<file path="src/rtl/systolic_operand_feeder.sv">
// Operand feeder for the FP8 E4M3 systolic PE array.
// Holds an NxK tile of A and a KxN tile of B, loaded one byte at a time.
// On start it issues a one-cycle accumulator clear, then streams A into the
// west edge and B into the north edge with a diagonal skew. Lanes outside
// the skew window carry 0x00. It pulses done once the last PE has consumed
// its final operand pair.
module systolic_operand_feeder #(
  parameter int N = 2,
  parameter int K = 2
) (
  input  logic           clk,
  input  logic           rst,
  input  logic           load_en,
  input  logic           load_sel,
  input  logic [7:0]     load_data,
  input  logic           start,
  output logic           busy,
  output logic           clear_out,
  output logic [8*N-1:0] a_row,
  output logic [8*N-1:0] b_col,
  output logic           done
);

  localparam int DEPTH = N * K;
  localparam int AW    = (DEPTH > 1) ? $clog2(DEPTH) : 1;
  localparam int CW    = $clog2(K + 2 * N + 1);

  localparam logic [AW-1:0] PTR_LAST    = AW'(DEPTH - 1);
  localparam logic [CW-1:0] STREAM_LAST = CW'(K + N - 2);
  localparam logic [CW-1:0] FLUSH_LAST  = CW'(K + 2 * N - 3);

  typedef enum logic [2:0] {
    IDLE,
    CLEAR,
    STREAM,
    FLUSH,
    DONE
  } state_t;

  state_t          state_q, state_d;
  logic [CW-1:0]   cnt_q, cnt_d;
  logic [AW-1:0]   aPtr_q, bPtr_q;
  logic [7:0]      aMem [DEPTH];
  logic [7:0]      bMem [DEPTH];
  logic            wrEn;
  logic            runStart;

  logic            busy_q, clear_q, done_q;
  logic [8*N-1:0]  aRow_q, aRow_d;
  logic [8*N-1:0]  bCol_q, bCol_d;
  int              tCur;
  int              kIdx;

  // Writes are only accepted while idle; a write alongside start still lands.
  assign wrEn     = (state_q == IDLE) && load_en;
  assign runStart = (state_q == IDLE) && start;

  // Sequencer: the shared counter runs continuously through STREAM and FLUSH
  // so it always equals the global skew cycle t.
  always_comb begin
    state_d = state_q;
    cnt_d   = cnt_q;
    unique case (state_q)
      IDLE: begin
        if (start) begin
          state_d = CLEAR;
          cnt_d   = '0;
        end
      end
      CLEAR: begin
        state_d = STREAM;
        cnt_d   = '0;
      end
      STREAM: begin
        cnt_d = cnt_q + 1'b1;
        if (cnt_q == STREAM_LAST) begin
          state_d = (N == 1) ? DONE : FLUSH;
        end
      end
      FLUSH: begin
        cnt_d = cnt_q + 1'b1;
        if (cnt_q == FLUSH_LAST) begin
          state_d = DONE;
        end
      end
      DONE: begin
        state_d = IDLE;
        cnt_d   = '0;
      end
      default: begin
        state_d = IDLE;
        cnt_d   = '0;
      end
    endcase
  end

  // State and skew-counter registers.
  always_ff @(posedge clk) begin
    if (rst) begin
      state_q <= IDLE;
      cnt_q   <= '0;
    end else begin
      state_q <= state_d;
      cnt_q   <= cnt_d;
    end
  end

  // Write pointers: advance per accepted byte, and rewind when a run starts
  // so the next tile loads from element 0.
  always_ff @(posedge clk) begin
    if (rst) begin
      aPtr_q <= '0;
      bPtr_q <= '0;
    end else if (runStart) begin
      aPtr_q <= '0;
      bPtr_q <= '0;
    end else if (wrEn) begin
      if (load_sel) begin
        bPtr_q <= (bPtr_q == PTR_LAST) ? '0 : bPtr_q + 1'b1;
      end else begin
        aPtr_q <= (aPtr_q == PTR_LAST) ? '0 : aPtr_q + 1'b1;
      end
    end
  end

  // Tile buffers; contents survive reset and runs so a tile can be re-streamed.
  always_ff @(posedge clk) begin
    if (wrEn && !rst) begin
      if (load_sel) begin
        bMem[bPtr_q] <= load_data;
      end else begin
        aMem[aPtr_q] <= load_data;
      end
    end
  end

  // Operands for the upcoming cycle: row i takes A[i][t-i], column j takes
  // B[t-j][j], zero outside the skew window or outside STREAM.
  always_comb begin
    aRow_d = '0;
    bCol_d = '0;
    tCur   = 0;
    kIdx   = 0;
    if (state_d == STREAM) begin
      tCur = int'(cnt_d);
      for (int i = 0; i < N; i++) begin
        kIdx = tCur - i;
        if (kIdx >= 0 && kIdx < K) begin
          aRow_d[8*i +: 8] = aMem[AW'(i * K + kIdx)];
        end
      end
      for (int j = 0; j < N; j++) begin
        kIdx = tCur - j;
        if (kIdx >= 0 && kIdx < K) begin
          bCol_d[8*j +: 8] = bMem[AW'(kIdx * N + j)];
        end
      end
    end
  end

  // All outputs come from flops so the array sees glitch-free edges.
  always_ff @(posedge clk) begin
    if (rst) begin
      busy_q  <= 1'b0;
      clear_q <= 1'b0;
      done_q  <= 1'b0;
      aRow_q  <= '0;
      bCol_q  <= '0;
    end else begin
      busy_q  <= (state_d != IDLE);
      clear_q <= (state_d == CLEAR);
      done_q  <= (state_d == DONE);
      aRow_q  <= aRow_d;
      bCol_q  <= bCol_d;
    end
  end

  assign busy      = busy_q;
  assign clear_out = clear_q;
  assign done      = done_q;
  assign a_row     = aRow_q;
  assign b_col     = bCol_q;

endmodule

</file>
<file path="config.mk">
export PLATFORM = sky130hd
export DESIGN_NAME = systolic_operand_feeder
export DESIGN_NICKNAME = d
export VERILOG_FILES = /design/src/rtl/systolic_operand_feeder.sv
export SDC_FILE = /design/constraint.sdc
export NUM_CORES = 1
export LEC_CHECK = 0
export CORE_UTILIZATION = 40
export DETAILED_ROUTE_END_ITERATION = 7
export PLACE_DENSITY = 0.63
export SLEW_MARGIN = 0
export SYNTH_ARGS = -nofsm -noshare
export SYNTH_HDL_FRONTEND = slang
export SYNTH_SLANG_ARGS = --single-unit
</file>
<file path="constraint.sdc">
create_clock -name clk -period 3.3 [get_ports clk]
set_input_delay 0.66 -clock clk [delete_from_list [all_inputs] [get_ports clk]]
set_output_delay 0.66 -clock clk [all_outputs]
set_load 0.01 [all_outputs]
</file>
# == Yosys cells after proc, flatten, opt, wreduce, memory -nomap -nowiden ==
# Memories as Yosys holds them, arrays and structs flattened. A register that Yosys moved wholly into a read port is not among the register bits.
# Cells that the tools add are included.
# op_classes
add_sub_neg,6
reduce_logical,14
n_bitwise,4
mux,14
eq_ne,10
n_lt_le_gt_ge,4
# ops
operator,n
$eq A3 B2 Y1 const B,5
$mux W3,4
$pmux W3 S4,1
$eq A3 B1 Y1 const B,2
$mux W1,6
$pmux W3 S2,1
$reduce_or A3 Y1,2
$logic_and A1 B1 Y1,5
$add A2 B1 Y2 const B,2
$eq A2 B2 Y1 const B,2
$ge A4 B1 Y1 const B,1
$lt A4 B3 Y1 const B,1
$mux W2,2
$not A1 Y1,4
$reduce_and A2 Y1,2
$reduce_or A2 Y1,2
$sub A3 B1 Y4 const B,1
$add A3 B1 Y3 const B,1
$eq A3 B3 Y1 const B,1
$ge A3 B1 Y1 const B,1
$logic_not A3 Y1,1
$lt A3 B2 Y1 const B,1
$reduce_bool A3 Y1,1
$add A2 B2 Y2 const A,1
2 further kinds,2
# totals
ff_bits,13
elab_cells,61
in_bits,13
mem_count,2
out_inout_bits,35
ramBits,64
# memory_table
name,depth,width,read_ports,rd_ports_with_merged_regs,write_ports,line,rtl
aMem,4,8,2,2,1,43,logic [7:0] aMem [DEPTH];
bMem,4,8,2,2,1,44,logic [7:0] bMem [DEPTH];

# == Logic depth before layout (Yosys ltp) ==
# Gate-level depths: netlist of run 1.
# depth
ltp_word,8
mapped_depth,11
depth_no_buf,9

# == Worst setup path before layout of run 1 ==
# No wires, ideal clock.
# synth_path
kind,in2reg
start,input port start
end,"register aRow_q[10], in the netlist a_row[10], read port of aMem"
t_arrival_ns,2.512
path_stages,9
required_time_ns,3.222
path_buffers,2
setup_slack_ns,0.711
setup_time_ns,0.078
path_cell_list,or4b_1 buf_6 a21oi_4 inv_2 ha_1 nor2_1 nand4_2 buf_2 nor3_1
# synth_between
elab_chain_len,7
elab_cells_between_ends,13
cone_classes,add/sub: 2; order compare: 2; eq/ne: 1; mux: 4; bitwise: 2; reduce/logical: 2
# synth_lines
item,line,rtl
from (decl),16,"input logic start,"
$mux W3,65,if (start) begin
$pmux W3 S2,63,unique case (state_q)
$sub A3 B1 Y4,147,kIdx = tCur - i;
$ge A4 B1 Y1 or $lt A4 B3 Y1 (tied branches),148,if (kIdx >= 0 && kIdx < K) begin
$logic_and A1 B1 Y1,148,
$not A1 Y1 (no line),-,
$reduce_or A3 Y1 (no line),-,
to (decl),49,"logic [8*N-1:0] aRow_q, aRow_d;"
# Several ways; a longest one is shown, not always the timed one.
# A chain may end at the register's enable or synchronous reset.

# == Worst setup path in the final report of run 1 ==
# layout_path
start,input port start
end,"register aRow_q[13], in the netlist a_row[13], read port of aMem"
# Same word-level chain as after synthesis.

==> results of run 1 <==
Yosys cell counts (3+ instances only):
cell      instances
a221oi_1          7
nor2_1           11
ha_1             13
nor4_1            9
dfxtp_1          45
mux2i_1          27
and3_1            8
nor3b_1           3
inv_1             7
edfxtp_1         64
and2_1            9
buf_2             7
nand2_1           3
nor3_1           29
clkbuf_1          3
a211oi_1          8
nor2b_1           9
layer usage:
layer	GRT usage, %	up-vias
li1	-	1215
met1	22.4	1226
met2	25.9	69
met3	4.20	9
met4	7.24	0
met5	0	-
stage by stage:
stage	cells	hold slack [ns]
2_1_floorplan	298	0.474
3_3_place_gp	474	0.493
3_5_place_dp	474	0.511
4_1_cts	490	0.523
5_1_grt	490	0.557
6_report	490	0.516
final timing paths:
path	slack, ns	to
max	0.49	a_row[13]
min	0.52	bPtr_q[0]
max reg2reg	0.49	a_row[13]
min reg2reg	0.52	bPtr_q[0]
sequential cells by signal, summed over array words and instances, names as in the netlist, 2 cells and up:
name	cells
state_q	3
cnt_q	3
bMem	32
b_col	16
a_row	16
aMem	32
aPtr_q	2
bPtr_q	2
kinds of logic (layout without fill, tap and decap cells):
family,after synthesis,after routing,share of synthesized area (%)
buffers and inverters,23,79,2.80
AOI/OAI and AO/OA,28,28,5.69
and+or+nand+nor,98,98,14.0
adders and majority gates,13,13,3.87
muxes,27,27,6.44
DFF,109,109,67.2
area by class of cell:
| cell class | count | share of cell area, % |
|---|---|---|
| multi-input combinational | 166 | 25.2 |
| clock buffer | 11 | 2.83 |
| sequential | 109 | 56.6 |
| tap | 136 | 3.41 |
| clock inverter | 5 | 0.827 |
| inverter | 9 | 0.677 |
| timing repair buffer | 54 | 10.5 |
power by group through the flow:
stage	clock (mW)	combinational, mW	sequential, mW
after floorplan	0	0.119	1.51
after global placement	0	0.198	1.51
after detailed placement	0	0.201	1.51
after CTS	0.767	0.202	1.48
after global routing	0.827	0.218	1.48
final	0.755	0.200	1.48
worst max-delay path: stages:
cell             delay [ns]
clkdlybuf4s50_1        0.42
or4b_1                 0.55
a21oi_4                0.19
inv_2                  0.08
ha_1                   0.19
o21a_1                 0.12
a31oi_2                0.68
nor3_1                 0.13
==> metrics.txt, run 1 <==
worst path required time 3.52 ns; Net Sw Power 577 uW; area occupied by registers 2820 um^2; met1 WL 3890 um; EDFF count, synth 64; RSZ-0062 raised after global routing false; Final period util 85.1%; origin of the worst setup path start; global placement routability congestion 0.800; Routed Antenna Nets 0; io pins 48; DR WL met3 370 um; vias per std cell 5.14; Synthesized Nets 324; fillcell total 889; worst slew pin tran 0.863 ns; post-CTS setup buffer count 0; area of the die 10900 um^2; GRT Resource Usage Total 16.8%; Final min period 2.81 ns; internal cell power 1.85 mW; max-cap violations 0; row count 37; Skew-Pair Late Insertion Delay 0.38 ns; Die Y 104 um; vias in the first global route 2507; Critical Path AT 3.02 ns; worst-path maximum fanout 16; Inserted Clock Buffers 9; R2R Path Start cnt_q[0]; P per Cell Area 487 nW/um^2; Comb power frac 8.2%; area of all placed cells without fillers 4990 um^2; Slew Viols, Final 0; sum of negative setup slack 0 ns; largest net degree at the start of global routing 27; Slew headroom 42.3%; syn avg cell area 14.1 um^2; clock skew 0.0124 ns; Hold Crit Depth 2; #FFs+latches synth 109; Nets 375; highest clock rate 0.356 GHz; First-pass DRT Iterations 8; Post-CTS Resized 0; PnR worst setup slack 0.492 ns; Synth area leader edfxtp_1; Max clock buf depth 2; share of cells above drive strength 1 9.60%; post-place instance area 4810 um^2; Synth Cell Area 4200 um^2; post-synthesis sequential area ratio 67.2%; Unique masters post-synth 44; Top FF cell, synth edfxtp_1; number of diodes 0; die width 104 um; Initial Utilization 41.0%; Core Util, Final 48.8%; sequential power share 60.7%; TritonCTS clock tree built; Total Power 2.43 mW; most frequent cells in the layout 64 x edfxtp_1, 47 x clkdlybuf4s50_1, 45 x dfxtp_1, 29 x nor3_1, 27 x mux2i_1; Reg clk slew, reported paths 0.09 ns; final WL 8520 um; Syn Inst Count 298; initial antenna violation count 0; Port Buffer Count 47; WL/cell 17.4 um; yosys warns 0; Synth area leaders edfxtp_1 46%, dfxtp_1 21%, mux2i_1 6.4%, ha_1 3.9%, nor3_1 3.5%; dpl hpwl 5570 um; total congestion overflow 0; depth of the worst register-to-register path 9; met2 WL 4120 um; final hold vios 0; clk sink count 109; Max IR drop VDD 0.198 mV; status finished, violations left; clock network fraction of design power 31.1%; LEAKAGE 1.75 nW; CP Launch Type input pin; crit path kind input pin to flop; DR top layer met4; vias 2519; H-tree Lvls 3; most common cell after layout, fill and taps aside edfxtp_1; failing checks DRC; Synth top area share 45.8%; Hold/Removal Path Class flop to flop; hold path startpoint bPtr_q[0]; multi-input logic area 1260 um^2; core area 10200 um^2; final setup vio count 0; DP Worst Slack 0.100 ns; Post-synth ARST share 0%; hold-fix buffers at CTS 0; first-pass GRT wire length 13700 um; Root Driver clkbuf_8; Syn-to-layout area delta 18.9%; Sw Share 23.7%; Critical Path End Type flop; DRC 2; initial DRC count 114
No activity file was read; power rests on OpenSTA's default activity.
==> run 2, diff against run 1 <==
- clock period: 3.3 -> 3.15 ns (I/O delays scaled with it)
==> run 2 against run 1 <==
The flow still finishes with violations (DRC). Count of clock-buffer cells in the layout fell by 2. Clock skew is 0.0050 ns higher. Non-clock buffer count unchanged. Total power rose by 6.2%. Largest cell class unchanged. Sequential share of layout area shrank 0.16 points. First-iteration DRC count increased by 56%. Sequential power rose by 5%. Core utilization is 0.13 points higher. Combinational power increased by 5%.
==> metrics.txt, run 2 (synthesis gave the netlist of run 1 again) <==
Nets 375 (unchanged); highest clock rate 0.359 GHz; Core Util, Final 48.9% (was 48.8%); First-pass DRT Iterations 8 (unchanged); Slew Viols, Final 0 (unchanged); Initial Utilization 41.0% (unchanged); vias per std cell 5.17 (was 5.14); Root Driver clkbuf_8 (unchanged); Slowest-stage cell, CP a31oi_2 (unchanged); CP delay by family, top compound AO/OA/AOI/OAI gates (unchanged); core area 10200 um^2 (unchanged); multi-input logic area 1260 um^2 (unchanged); area occupied by registers 2820 um^2 (unchanged); first-pass GRT wire length 13500 um (was 13700 um); Post-CTS Resized 0 (unchanged); Final period util 88.5%; die width 104 um (unchanged); crit path kind flop to flop (was input pin to flop); dpl hpwl 5520 um (was 5570 um); max-cap violations 0 (unchanged); hold-fix buffers at CTS 0 (unchanged); Syn-to-layout area delta 19.2% (was 18.9%); RSZ-0062 raised after global routing false (unchanged); most common cell after layout, fill and taps aside edfxtp_1 (unchanged); CP max stage delay 0.65 ns (was 0.68 ns); Total Power 2.58 mW (was 2.43 mW); row count 37 (unchanged); area of the die 10900 um^2 (unchanged); failing checks DRC (unchanged); share of cells above drive strength 1 9.89% (was 9.60%); CP Launch Type flop (was input pin); vias in the first global route 2502 (was 2507); final hold vios 0 (unchanged); status finished, violations left (unchanged); Critical Path End Type flop (unchanged); fin cells 490 (unchanged); DP Worst Slack 0.0312 ns (was 0.100 ns); most frequent CP cell ha_1; initial DRC count 178 (was 114); H-tree Lvls 3 (unchanged); P per Cell Area 516 nW/um^2 (was 487 nW/um^2); WL/cell 17.0 um (was 17.4 um); largest net degree at the start of global routing 27 (unchanged); final WL 8320 um (was 8520 um); Max IR drop VDD 0.260 mV (was 0.198 mV); largest registers aMem (32), bMem (32) (unchanged); Hold/Removal Path Class flop to flop (unchanged); final setup vio count 0 (unchanged); crit path buf inv count 2 (unchanged); Inserted Clock Buffers 9 (unchanged); worst slew pin tran 0.826 ns (was 0.863 ns); io pins 48 (unchanged); initial antenna violation count 0 (unchanged); number of diodes 0 (unchanged); Critical Path AT 3.01 ns (was 3.02 ns); post-CTS setup buffer count 0 (unchanged); Skew-Pair Late Insertion Delay 0.37 ns (was 0.38 ns); LEAKAGE 1.77 nW (was 1.75 nW); worst path required time 3.37 ns (was 3.52 ns); clk sink count 109 (unchanged); worst-path maximum fanout 16 (unchanged); PnR worst setup slack 0.362 ns (was 0.492 ns); cells along the critical path inv_1 > ha_1 > or2b_1 > a21oi_4 > inv_2 > ha_1 > o21a_1 > a31oi_2 > nor3_1 (was clkdlybuf4s50_1 > or4b_1 > a21oi_4 > inv_2 > ha_1 > o21a_1 > a31oi_2 > nor3_1); total congestion overflow 0 (unchanged); TritonCTS clock tree built (unchanged); Max clock buf depth 2 (unchanged); Final min period 2.79 ns; most frequent cells in the layout 64 x edfxtp_1, 47 x clkdlybuf4s50_1, 45 x dfxtp_1, 29 x nor3_1, 27 x mux2i_1 (unchanged); DRC 1 (was 2); Reg clk slew, reported paths 0.11 ns (was 0.09 ns); GRT Resource Usage Total 16.6% (was 16.8%); clock skew 0.0174 ns (was 0.0124 ns); Slew headroom 44.8% (was 42.3%); vias 2533 (was 2519); fillcell total 883 (was 889); Port Buffer Count 47 (unchanged); Die Y 104 um (unchanged); Placed Instances 474 (unchanged); sum of negative setup slack 0 ns (unchanged); global placement routability congestion 0.797 (was 0.800); Routed Antenna Nets 0 (unchanged)
[run 2: cell type report]
cell class,count,area share (%)
sequential,109,56.4
multi-input combinational,166,25.2
timing repair buffer,54,10.5
tap,136,3.40
clock buffer,9,2.48
clock inverter,7,1.45
inverter,9,0.675
[run 2: stage by stage]
| step | hold slack [ns] | cell area (um^2) |
|---|---|---|
| 6_report | 0.509 | 5000 |
| 3_3_place_gp | 0.492 | 4810 |
| 3_5_place_dp | 0.501 | 4810 |
| 5_1_grt | 0.548 | 5000 |
| 2_1_floorplan | 0.474 | 4200 |
| 4_1_cts | 0.516 | 5000 |
[run 2: report_power, final]
| group | switching (mW) | leakage (nW) | internal, mW |
|---|---|---|---|
| registers | 0.0152 | 0.942 | 1.53 |
| clock network | 0.510 | 0.103 | 0.316 |
| logic | 0.116 | 0.725 | 0.0935 |
| total | 0.641 | 1.77 | 1.94 |
[run 2: path summary, 6_finish.rpt]
path,start,endpoint,slack (ns),cells after the start
setup / recovery,cnt_q[0],a_row[13],0.36,9
hold / removal,bPtr_q[0],bPtr_q[0],0.51,2
setup reg to reg,cnt_q[0],a_row[13],0.36,9
hold reg to reg,bPtr_q[0],bPtr_q[0],0.51,2
[run 2: per-layer routing]
layer,vias to the layer above,global-route usage (%),share of wire (%)
met5,-,0,0
met2,77,26.6,48
met3,6,3.63,5.8
met1,1236,22.4,45
met4,0,5.20,0.64
li1,1214,-,-
[run 2: tightest hold or removal path, cell delays in order, from the launching register on]
cell,delay (ns)
dfxtp_1,0.36
nand2_1,0.07
a21oi_1,0.05
==> run 3, diff against run 2 <==
- CORE_UTILIZATION: 40 -> 45
- PLACE_DENSITY: 0.63 -> 0.69
==> run 3 against run 2 <==
The flow now finishes without violations. Clock skew fell by 0.0045 ns. Hold slack improved by 0.0083 ns. Sequential power barely moved. Clock power rose by 1%. Global-route usage rose by 0.93 points. Cell area fell by 0.45%. Routed wire length fell by 5.2%. Core utilization rose by 7.1 points. Highest routed layer unchanged. Largest cell class unchanged. Critical path depth fell by 1. Count of clock-buffer cells in the layout did not move. Final cell count fell by 5.5%.
==> metrics.txt, run 3 (synthesis gave the netlist of run 1 again) <==
initial DRC count 157 (was 178); sum of negative setup slack 0 ns (unchanged); Max clock buf depth 2 (unchanged); TritonCTS clock tree built (unchanged); most frequent cells in the layout 64 x edfxtp_1, 47 x clkdlybuf4s50_1, 45 x dfxtp_1, 29 x nor3_1, 27 x mux2i_1 (unchanged); max-cap violations 0 (unchanged); io pins 48 (unchanged); PnR worst setup slack 0.535 ns (was 0.362 ns); Initial Utilization 47.2% (was 41.0%); largest registers aMem (32), bMem (32) (unchanged); Root Driver clkbuf_8 (unchanged); fillcell total 699 (was 883); LEAKAGE 1.78 nW (was 1.77 nW); Final min period 2.61 ns (was 2.79 ns); area of the die 9720 um^2 (was 10900 um^2); clock skew 0.0129 ns (was 0.0174 ns); multi-input logic area 1260 um^2 (unchanged); final hold vios 0 (unchanged); initial antenna violation count 0 (unchanged); Total Power 2.59 mW (was 2.58 mW); largest net degree at the start of global routing 27 (unchanged); first-pass GRT wire length 12700 um (was 13500 um); Final period util 83.0% (was 88.5%); Die Y 98.6 um (was 104 um); clk sink count 109 (unchanged); Syn-to-layout area delta 18.7% (was 19.2%); area occupied by registers 2820 um^2 (unchanged); RSZ-0062 raised after global routing false (unchanged); Skew-Pair Late Insertion Delay 0.38 ns (was 0.37 ns); vias per std cell 5.35 (was 5.17); status finished, final reports clean (was finished, violations left); post-place instance area 4780 um^2 (was 4810 um^2); Port Buffer Count 47 (unchanged); share of cells above drive strength 1 10.1% (was 9.89%); final WL 7890 um (was 8320 um); Max IR drop VDD 0.300 mV (was 0.260 mV); CP Launch Type input pin (was flop); Nets 376 (was 375); WL/cell 17.0 um (about the same); vias 2478 (was 2533); Slew headroom 45.0% (was 44.8%); GRT Resource Usage Total 17.5% (was 16.6%); Post-CTS Resized 0 (unchanged); core area 8890 um^2 (was 10200 um^2); global placement routability congestion 0.773 (was 0.797); Slew Viols, Final 0 (unchanged); dpl hpwl 5560 um (was 5520 um); First-pass DRT Iterations 4 (was 8); Reg clk slew, reported paths 0.10 ns (was 0.11 ns); Inserted Clock Buffers 9 (unchanged); Placed Instances 447 (was 474); Hold/Removal Path Class flop to flop (unchanged); fin cells 463 (was 490); worst slew pin tran 0.823 ns (was 0.826 ns); worst path required time 3.39 ns (was 3.37 ns); row count 34 (was 37); Hold Crit Depth 2 (unchanged); highest clock rate 0.382 GHz (was 0.359 GHz); Critical Path AT 2.86 ns (was 3.01 ns); vias in the first global route 2446 (was 2502); die width 98.6 um (was 104 um); crit path kind input pin to flop (was flop to flop); P per Cell Area 520 nW/um^2 (was 516 nW/um^2); Routed Antenna Nets 0 (unchanged); depth of the worst register-to-register path 9 (unchanged); Critical Path End Type flop (unchanged); DRC 0 (was 1); worst-path maximum fanout 16 (unchanged); area of all placed cells without fillers 4980 um^2 (was 5000 um^2); final setup vio count 0 (unchanged); post-CTS setup buffer count 0 (unchanged); number of diodes 0 (unchanged); most common cell after layout, fill and taps aside edfxtp_1 (unchanged); total congestion overflow 0 (unchanged); hold-fix buffers at CTS 0 (unchanged); H-tree Lvls 3 (unchanged); DP Worst Slack 0.118 ns (was 0.0312 ns)
[run 3: per-stage QoR]
step,util [%],hold WS (ns)
2_1_floorplan,-,0.474
3_3_place_gp,53.8,0.491
3_5_place_dp,53.8,0.515
4_1_cts,56.0,0.529
5_1_grt,56.0,0.569
6_report,56.0,0.518
[run 3: routing by layer]
metal  wire length [um]  GRT usage, %  share of wire [%]
met1               3600          22.8                 46
met2               3750          28.1                 48
met3                365          3.69                4.6
met4                176          8.50                2.2
met5                  0             0                  0
[run 3: power breakdown]
group	total [mW]	internal (mW)	switching, mW
Sequential	1.54	1.53	0.0134
Combinational	0.210	0.0945	0.115
Clock	0.835	0.316	0.519
Total	2.59	1.94	0.648
[run 3: path summary, 6_finish.rpt]
path / to / slack [ns] / from
worst max-delay path: b_col[14] / 0.54 / start
worst min-delay path: bPtr_q[0] / 0.52 / bPtr_q[0]
worst min register to register: bPtr_q[0] / 0.52 / bPtr_q[0]
worst max register to register: b_col[14] / 0.54 / cnt_q[0]
[run 3: worst max-delay path, cell delays in order]
cell	delay [ns]
clkdlybuf4s50_1	0.43
or4b_1	0.55
a21oi_4	0.19
inv_2	0.08
ha_1	0.20
o21a_1	0.11
a31oi_2	0.55
nor3_1	0.12
[run 3: layout make-up]
class                           instances  area share [%]
Clock buffer                            9            2.49
Clock inverter                          7            1.56
Inverter                                9           0.678
Multi-Input combinational cell        166            25.3
Sequential cell                       109            56.7
Tap cell                              108            2.71
Timing Repair Buffer                   55            10.6
